--- config.mk ---
export PLATFORM = sky130hd
export DESIGN_NAME = dma_copy_engine
export DESIGN_NICKNAME = d
export VERILOG_FILES = /design/src/rtl/dma_copy_engine.sv
export SDC_FILE = /design/constraint.sdc
export NUM_CORES = 1
export LEC_CHECK = 0
export CAP_MARGIN = 0
export CORE_ASPECT_RATIO = 1.5
export CORE_MARGIN = 4
export CORE_UTILIZATION = 25
export CTS_CLUSTER_DIAMETER = 120
export DETAILED_ROUTE_END_ITERATION = 10
export PLACE_DENSITY = 0.54
export SYNTH_ARGS = -nofsm -noshare
export SYNTH_HDL_FRONTEND = slang
export SYNTH_SLANG_ARGS = --single-unit
--- constraint.sdc ---
create_clock -name clk -period 8.4 [get_ports clk]
set_input_delay 0.84 -clock clk [delete_from_list [all_inputs] [get_ports clk]]
set_output_delay 0.84 -clock clk [all_outputs]
set_load 0.005 [all_outputs]
--- src/rtl/dma_copy_engine.sv ---
`default_nettype none
// ----------------------------------------------------------------------------
// dma_copy_engine : descriptor-driven chunked memory-to-memory copy engine
// Revision 1.0
// ----------------------------------------------------------------------------
module dma_copy_engine #(
  parameter int DATA_WIDTH = 32,
  parameter int ADDR_WIDTH = 32,
  parameter int LEN_WIDTH  = 16,
  parameter int BURST      = 4,
  parameter int ADDR_INC   = 1,
  parameter int TIMEOUT    = 64
) (
  input  logic                  clk,
  input  logic                  rst_n,
  input  logic                  start,
  input  logic                  abort,
  input  logic [ADDR_WIDTH-1:0] src_addr,
  input  logic [ADDR_WIDTH-1:0] dst_addr,
  input  logic [LEN_WIDTH-1:0]  xfer_len,
  output logic                  busy,
  output logic                  done,
  output logic                  err,
  output logic [LEN_WIDTH-1:0]  words_done,
  output logic                  mem_en,
  output logic                  mem_wr_en,
  output logic [ADDR_WIDTH-1:0] mem_addr,
  output logic [DATA_WIDTH-1:0] mem_wdata,
  input  logic [DATA_WIDTH-1:0] mem_rdata,
  input  logic                  mem_valid
);
  localparam int IDX_W   = $clog2(BURST);
  localparam int CHUNK_W = IDX_W + 1;
  localparam int WD_W    = $clog2(TIMEOUT + 1);

  typedef enum logic [2:0] {
    S_IDLE  = 3'd0,
    S_READ  = 3'd1,
    S_WRITE = 3'd2,
    S_FIN   = 3'd3,
    S_ERR   = 3'd4
  } state_t;

  state_t r_state, w_nextState;

  logic [ADDR_WIDTH-1:0] r_src, r_dst, r_memAddr;
  logic [LEN_WIDTH-1:0]  r_remaining, r_wordsDone;
  logic [IDX_W-1:0]      r_idx;
  logic [WD_W-1:0]       r_watchdog;
  logic                  r_busy, r_done, r_err, r_memEn, r_memWrEn;
  logic [DATA_WIDTH-1:0] r_memWdata;
  logic [DATA_WIDTH-1:0] r_buffer [BURST];

  logic [CHUNK_W-1:0]    w_chunk;
  logic                  w_accept, w_handshake, w_timeout, w_kill, w_lastWord;
  logic [ADDR_WIDTH-1:0] w_wordOffset, w_chunkOffset;

  assign w_chunk       = (r_remaining >= LEN_WIDTH'(BURST)) ? CHUNK_W'(BURST)
                                                            : r_remaining[CHUNK_W-1:0];
  // A done pulse still high in IDLE blocks a coincident start.
  assign w_accept      = (r_state == S_IDLE) && start && !r_done;
  assign w_handshake   = r_memEn && mem_valid;
  assign w_timeout     = r_memEn && !mem_valid && (r_watchdog == WD_W'(TIMEOUT - 1));
  assign w_kill        = abort || w_timeout;
  assign w_lastWord    = ({1'b0, r_idx} == (w_chunk - CHUNK_W'(1)));
  assign w_wordOffset  = ADDR_WIDTH'(r_idx) * ADDR_WIDTH'(ADDR_INC);
  assign w_chunkOffset = ADDR_WIDTH'(w_chunk) * ADDR_WIDTH'(ADDR_INC);

  always_ff @(posedge clk or negedge rst_n) begin
    if (!rst_n) r_state <= S_IDLE;
    else        r_state <= w_nextState;
  end

  always_comb begin
    w_nextState = r_state;
    case (r_state)
      S_IDLE:  if (w_accept) w_nextState = (xfer_len == '0) ? S_FIN : S_READ;
      S_READ: begin
        if (w_kill)                          w_nextState = S_ERR;
        else if (w_handshake && w_lastWord)  w_nextState = S_WRITE;
      end
      S_WRITE: begin
        if (w_kill)                          w_nextState = S_ERR;
        else if (w_handshake && w_lastWord)
          w_nextState = (r_remaining == LEN_WIDTH'(w_chunk)) ? S_FIN : S_READ;
      end
      S_FIN:   w_nextState = abort ? S_ERR : S_IDLE;
      S_ERR:   w_nextState = S_IDLE;
      default: w_nextState = S_IDLE;
    endcase
  end

  always_ff @(posedge clk or negedge rst_n) begin
    if (!rst_n) begin
      r_src       <= '0;
      r_dst       <= '0;
      r_remaining <= '0;
      r_wordsDone <= '0;
      r_idx       <= '0;
      r_watchdog  <= '0;
      r_busy      <= 1'b0;
      r_done      <= 1'b0;
      r_err       <= 1'b0;
      r_memEn     <= 1'b0;
      r_memWrEn   <= 1'b0;
      r_memAddr   <= '0;
      r_memWdata  <= '0;
    end else begin
      r_done <= 1'b0;
      case (r_state)
        S_IDLE: begin
          if (w_accept) begin
            r_src       <= src_addr;
            r_dst       <= dst_addr;
            r_remaining <= xfer_len;
            r_wordsDone <= '0;
            r_err       <= 1'b0;
            r_busy      <= 1'b1;
            r_idx       <= '0;
            r_watchdog  <= '0;
          end
        end
        S_READ, S_WRITE: begin
          if (w_kill) begin
            r_memEn    <= 1'b0;
            r_memWrEn  <= 1'b0;
            r_watchdog <= '0;
          end else if (w_handshake) begin
            // Dropping mem_en here creates the mandatory gap cycle.
            r_memEn    <= 1'b0;
            r_memWrEn  <= 1'b0;
            r_watchdog <= '0;
            r_idx      <= w_lastWord ? '0 : r_idx + IDX_W'(1);
            if (r_state == S_WRITE) begin
              r_wordsDone <= r_wordsDone + LEN_WIDTH'(1);
              if (w_lastWord) begin
                r_remaining <= r_remaining - LEN_WIDTH'(w_chunk);
                r_src       <= r_src + w_chunkOffset;
                r_dst       <= r_dst + w_chunkOffset;
              end
            end
          end else if (r_memEn) begin
            r_watchdog <= r_watchdog + WD_W'(1);
          end else begin
            r_memEn   <= 1'b1;
            r_memWrEn <= (r_state == S_WRITE);
            r_memAddr <= ((r_state == S_WRITE) ? r_dst : r_src) + w_wordOffset;
            if (r_state == S_WRITE) r_memWdata <= r_buffer[r_idx];
          end
        end
        S_FIN: begin
          if (!abort) begin
            r_done <= 1'b1;
            r_busy <= 1'b0;
          end
        end
        S_ERR: begin
          r_done <= 1'b1;
          r_err  <= 1'b1;
          r_busy <= 1'b0;
        end
        default: ;
      endcase
    end
  end

  always_ff @(posedge clk) begin
    if ((r_state == S_READ) && w_handshake && !abort) r_buffer[r_idx] <= mem_rdata;
  end

  assign busy       = r_busy;
  assign done       = r_done;
  assign err        = r_err;
  assign words_done = r_wordsDone;
  assign mem_en     = r_memEn;
  assign mem_wr_en  = r_memWrEn;
  assign mem_addr   = r_memAddr;
  assign mem_wdata  = r_memWdata;

endmodule
`default_nettype wire

=== Yosys cells after proc, flatten, opt, wreduce, memory -nomap -nowiden ===
Memories as Yosys holds them, arrays and structs flattened. A register that Yosys moved wholly into a read port is not among the register bits.
Cells that the tools add are included.

* Add/sub/neg operators: 8
* Multipliers: 0
* Div/mod/pow operators: 0
* $lt $le $gt $ge: 1
* Eq/ne operators: 17
* Shifts and indexed selects: 0
* Mux-type cells: 58
* Bitwise gates (word level): 3
* Reductions and logical operators: 29

{| class="wikitable"
|+ Operators with widths
! cell !! count
|-
| 2-to-1 mux 32 bit || 11
|-
| 2-to-1 mux 16 bit || 9
|-
| case mux 32 bit (2 select lines) || 2
|-
| adder 32 x 3 -> 32 bit || 2
|-
| case mux 16 bit (2 select lines) || 2
|-
| adder 32 x 2 -> 32 bit || 1
|-
| 2-to-1 mux 7 bit || 4
|-
| 2-to-1 mux 3 bit || 7
|-
| adder 16 x 1 -> 16 bit, second input constant || 1
|-
| == test 16 x 3 -> 1 bit || 1
|-
| >= comparator 16 x 3 -> 1 bit, second input constant || 1
|-
| zero test 16 bit || 1
|-
| subtractor 16 x 3 -> 16 bit || 1
|-
| case mux 7 bit (2 select lines) || 1
|-
| 2-to-1 mux 2 bit || 6
|-
| != test 2 bit, second input constant || 6
|-
| case mux 3 bit (4 select lines) || 1
|-
| 2-to-1 mux 1 bit || 11
|-
| AND reduction 5 bit || 2
|-
| AND reduction 3 bit || 3
|-
| logical AND 1 bit || 8
|-
| AND reduction 4 bit || 2
|-
| adder 7 x 1 -> 7 bit, second input constant || 1
|-
| == test 7 x 6 -> 1 bit, second input constant || 1
|-
| 21 further kinds || 31
|}

* Register bits: 145
* Latch bits: 0
* Memory bits (writable): 128
* Bits in read-only memories: 0
* Output and inout port bits: 85
* Word-level logic and storage cells: 130
* Memories kept: 1

{| class="wikitable"
|+ Memories
! memory !! depth !! width !! rd ports !! clocked after memory_dff !! wr ports !! RTL line !! RTL
|-
| r_buffer || 4 || 32 || 1 || 1 || 1 || 52 || <nowiki>logic [DATA_WIDTH-1:0] r_buffer [BURST];</nowiki>
|}

=== Logic depth before layout (Yosys ltp) ===
* Depth in word-level cells: 9
* Gate-level depth with buffers: 17
* Depth with buffers taken out: 13

=== Worst setup path before layout ===
Ideal clock, no wire load.

* Path type: flip-flop to flip-flop
* Start: reg r_remaining[12]
* End: reg r_remaining[7]
* Setup time: 0.122 ns
* Arrival time: 3.310 ns
* Setup slack: 4.969 ns
* Stages on the path, launching flop included: 15
* Period minus slack after synthesis: 3.431 ns
* Cell sequence: dfrtp_1 or3_1 nor3_2 nand2_1 nor2_1 and2_1 inv_1 ha_1 xnor2_1 nor2_1 o31a_1 clkbuf_1 o21ai_1 or4_1 a32o_1

* Word-level cells in the longest chain between the ends: 8
* Elaborated cells between the ends (all ways): 12
* Classes of those cells: add/sub (2); order compare (1); eq/ne (2); mux (6); reduce/logical (1)

{| class="wikitable"
|+ Ends and longest elaborated chain
! what !! RTL line !! RTL
|-
| start: declaration || 47 || <nowiki>logic [LEN_WIDTH-1:0] r_remaining, r_wordsDone;</nowiki>
|-
| start signal: assignment || 115 || <nowiki>r_remaining <= xfer_len;</nowiki>
|-
| start signal: assignment || 137 || <nowiki>r_remaining <= r_remaining - LEN_WIDTH'(w_chunk);</nowiki>
|-
| >= comparator 16 x 3 -> 1 bit (*) || 58 || <nowiki>assign w_chunk = (r_remaining >= LEN_WIDTH'(BURST)) ? CHUNK_W'(BURST)</nowiki>
|-
| 2-to-1 mux 3 bit (*) || 58 ||
|-
| subtractor 16 x 3 -> 16 bit || 137 ||
|-
| 2-to-1 mux 16 bit || 136 || <nowiki>if (w_lastWord) begin</nowiki>
|-
| 2-to-1 mux 16 bit || 134 || <nowiki>if (r_state == S_WRITE) begin</nowiki>
|-
| 2-to-1 mux 16 bit || 128 || <nowiki>end else if (w_handshake) begin</nowiki>
|-
| 2-to-1 mux 16 bit || 124 || <nowiki>if (w_kill) begin</nowiki>
|-
| case mux 16 bit (2 select lines) || 110 || <nowiki>case (r_state)</nowiki>
|}

Every way passes the cells marked *; elsewhere a longest branch is shown, timed or not. The select of a mux whose other input is x is not followed.
A chain may end at the register's enable or synchronous reset.

=== Worst setup path after layout ===
* Start: reg r_remaining[12]
* End: reg r_remaining[9]

The elaborated chain is that of the path after synthesis.

==> impl_metrics.toml <==
[yosys]
syn_area_um2 = 15400
synthFlopType = "dfrtp_1"
synth_seq_cells = 305
synthCells = 1398
synth_top_family_by_area = "simple AND/OR/NAND/NOR gates"
synth.avg_cell_area_um2 = 11.0
synth_warnings = 0
synth_fp_nets = 1534
synthArstFlopShare_pct = 58.0
synthMuxAreaShare_pct = 8.45
yosys.area_share.xor_xnor_pct = 3.06
synth_seq_area_share_pct = 53.6
synth-simple-area-share_pct = 15.6
synth.distinct_cells = 82
synth_compound_area_share_pct = 14.6
synth_edf_count = 128
synth_adder_area_share_pct = 1.69

[layout]
fin_nets = 1695
syn_to_final_growth_pct = 25.4
layout_common_cells = "clkdlybuf4s50_1, dfrtp_1, nand2_1"
finalInstanceArea_um2 = 19400
mostFrequentLayoutCell = "clkdlybuf4s50_1"
drive_above_1_share_pct = 11.1

[setup_path]
critPathTopFamily = "simple AND/OR/NAND/NOR gates"
start_kind = "flip-flop"
crit_required_ns = 8.82
worstSetupPathType = "flip-flop to flip-flop"
ff2ff_setup_slack_ns = 3.56
cp_num_buf_inv = 2
path_max_fanout = 18
r2r_end = "r_remaining[9]"
ff2ff_path_depth = 14
path_cells = "or3_1, nor3_2, nand2_1, nor2_1, and2_1, inv_1, ha_1, xnor2_1, nor3_1, nand4_1, a31oi_2, buf_4, o21ai_0, o2bb2ai_1"
worstPathArrival_ns = 5.26
worst_setup_path_end_kind = "flip-flop"
slowest_stage = "a31oi_2"
critical_path.max_stage_delay_ns = 0.96
worstReg2RegStart = "r_remaining[12]"

[detailed_routing]
vias = 12200
vias_per_cell = 5.14
wl_per_cell_um = 21.9
drc = 0
drt_iter0_drc = 834
first_pass_iters = 5
drt-total-wl_um = 52100
ant_nets = 0

[grt]
grt.overflow.total = 0
antenna_found_initial = 9
grt_pass1_wl_um = 79500
track_usage_pct = 15.6
grt_max_degree = 89
grt_pass1_vias = 12700

[die]
core-area_um2 = 61100
rows = 111
start_util_pct = 25.3
die_x_um = 211
pin_count = 202
die_area_um2 = 65900
die_h_um = 312

[sta]
clock_skew_ns = 0.0192
max_slew_margin_pct = 31.0
fin_hold_ws_ns = 0.372
worst_pin_slew_ns = 1.03
finalSetupViolCount = 0
fmax_mhz = 207
final.period_utilization_pct = 57.6
setup_tns_ns = 0
period_needed_ns = 4.84
rsz0062_at_grt = "no"
hold_viol_final = 0
slew_violations = 0

[power_and_ir_drop]
total_power_mw = 5.97
power_density_nw_per_um2 = 309
ir_drop_mv = 0.161
leakagePower_nw = 7.04

[clock_tree]
cts_hold_buffers = 0
clk_latency_ns = 0.54
htree_levels = 2
cts-root-buf = "clkbuf_16"
cts.sinks = 305
cts_buffers = 35
cts_tree = "done"
ctsResizeCount = 0
clk_pin_slew_worst_paths_ns = 0.06
clockBufferDepth = 3
post_cts_buffers = 0

[placed_design]
routabilityCongestion = 0.863
io_buffers = 201
dpl.hpwl_um = 36300
placed_area_um2 = 18200

[flow_run]
cap_violations = 0

[worst_hold_path]
hold_class = "input port to async pin"

[run_status]
status = "finished clean"
[registers in the layout (all words and copies together), names as in the netlist, 2 cells and up]
register and count:
r_buffer 128, mem_addr 32, mem_wdata 32, r_dst 32
r_src 32, r_remaining 16, words_done 16, r_watchdog 7
r_state 3, r_idx 2
[cell families (layout without fill, tap and decap cells)]
group | Yosys count | count (layout)
other | 1 | 6
AND/OR/NAND/NOR | 492 | 492
buffers and inverters | 110 | 294
XOR/XNOR | 54 | 54
AO/OA/AOI/OAI | 331 | 331
adder cells (fa/ha/maj) | 19 | 19
flip-flops | 305 | 305
multiplexers | 86 | 86
[power by group]
part	total (mW)	switching (mW)	internal [mW]
combinational	2.12	1.19	0.926
clock	1.54	0.637	0.903
sequential	2.32	0.429	1.89
total	5.97	2.26	3.72
[through the flow]
| stage | setup WS (ns) | cells | utilization (%) |
|---|---|---|---|
| after floorplan | 4.97 | 1398 | - |
| after global placement | 3.72 | 2313 | 29.8 |
| after detailed placement | 3.53 | 2313 | 29.8 |
| after CTS | 3.51 | 2373 | 31.7 |
| after global routing | 3.20 | 2375 | 31.7 |
| final | 3.56 | 2378 | 31.7 |
[worst max path at each step]
stage,start,cells past startpoint,to,slack (ns)
after global routing,r_remaining[12],14,r_remaining[9],3.20
after floorplan,r_remaining[12],14,r_remaining[7],4.97
final,r_remaining[12],14,r_remaining[9],3.56
after CTS,r_remaining[12],14,r_remaining[9],3.51
after detailed placement,r_remaining[12],14,r_remaining[9],3.53
after global placement,r_remaining[12],14,r_remaining[9],3.72
[synth_stat cells (all sizes together), types with 6 or more instances]
| cell | number | area (um^2) |
|---|---|---|
| dfrtp | 177 | 4430 |
| nand2 | 158 | 593 |
| edfxtp | 128 | 3840 |
| nor2 | 102 | 385 |
| a21oi | 71 | 363 |
| o21ai | 71 | 359 |
| nand3 | 62 | 310 |
| clkbuf | 58 | 219 |
| nor3 | 39 | 225 |
| buf | 37 | 186 |
| mux2 | 34 | 383 |
| mux4 | 32 | 721 |
| xor2 | 28 | 245 |
| nand4 | 27 | 169 |
| xnor2 | 26 | 228 |
| o22ai | 21 | 131 |
| or3 | 21 | 131 |
| mux2i | 20 | 200 |
| nor4 | 18 | 128 |
| a31oi | 17 | 113 |
| and3 | 17 | 106 |
| ha | 16 | 200 |
| inv | 15 | 56.3 |
| o211ai | 14 | 110 |
| a211oi | 12 | 90.1 |
| and2 | 12 | 75.1 |
| a311oi | 11 | 96.3 |
| a21o | 10 | 75.1 |
| o31ai | 10 | 80.1 |
| and4 | 9 | 78.8 |
| a22oi | 8 | 60.1 |
| o221ai | 8 | 76.3 |
| a2bb2oi | 7 | 61.3 |
| a31o | 7 | 61.3 |
| o21a | 6 | 45.0 |
| o311ai | 6 | 52.6 |
| or2 | 6 | 37.5 |
[metal layers]
metal,routed length (um),GRT usage [%],vias to the layer above,share of wire (%)
met3,3610,3.62,103,6.9
met1,19800,18.2,6018,38
met2,26700,27.7,461,51
met4,1940,5.53,8,3.7
li1,-,-,5626,-
met5,48,0,-,0.092
[layout make-up]
type,instances,area [um^2]
Antenna cell,5,12.5
Clock buffer,48,967
Clock inverter,12,150
Fill cell,6237,41800
Inverter,15,56.3
Multi-Input combinational cell,983,6760
Sequential cell,305,8280
Tap cell,791,990
Timing Repair Buffer,219,2150
Note: power is estimated with default switching activity, not from simulation.
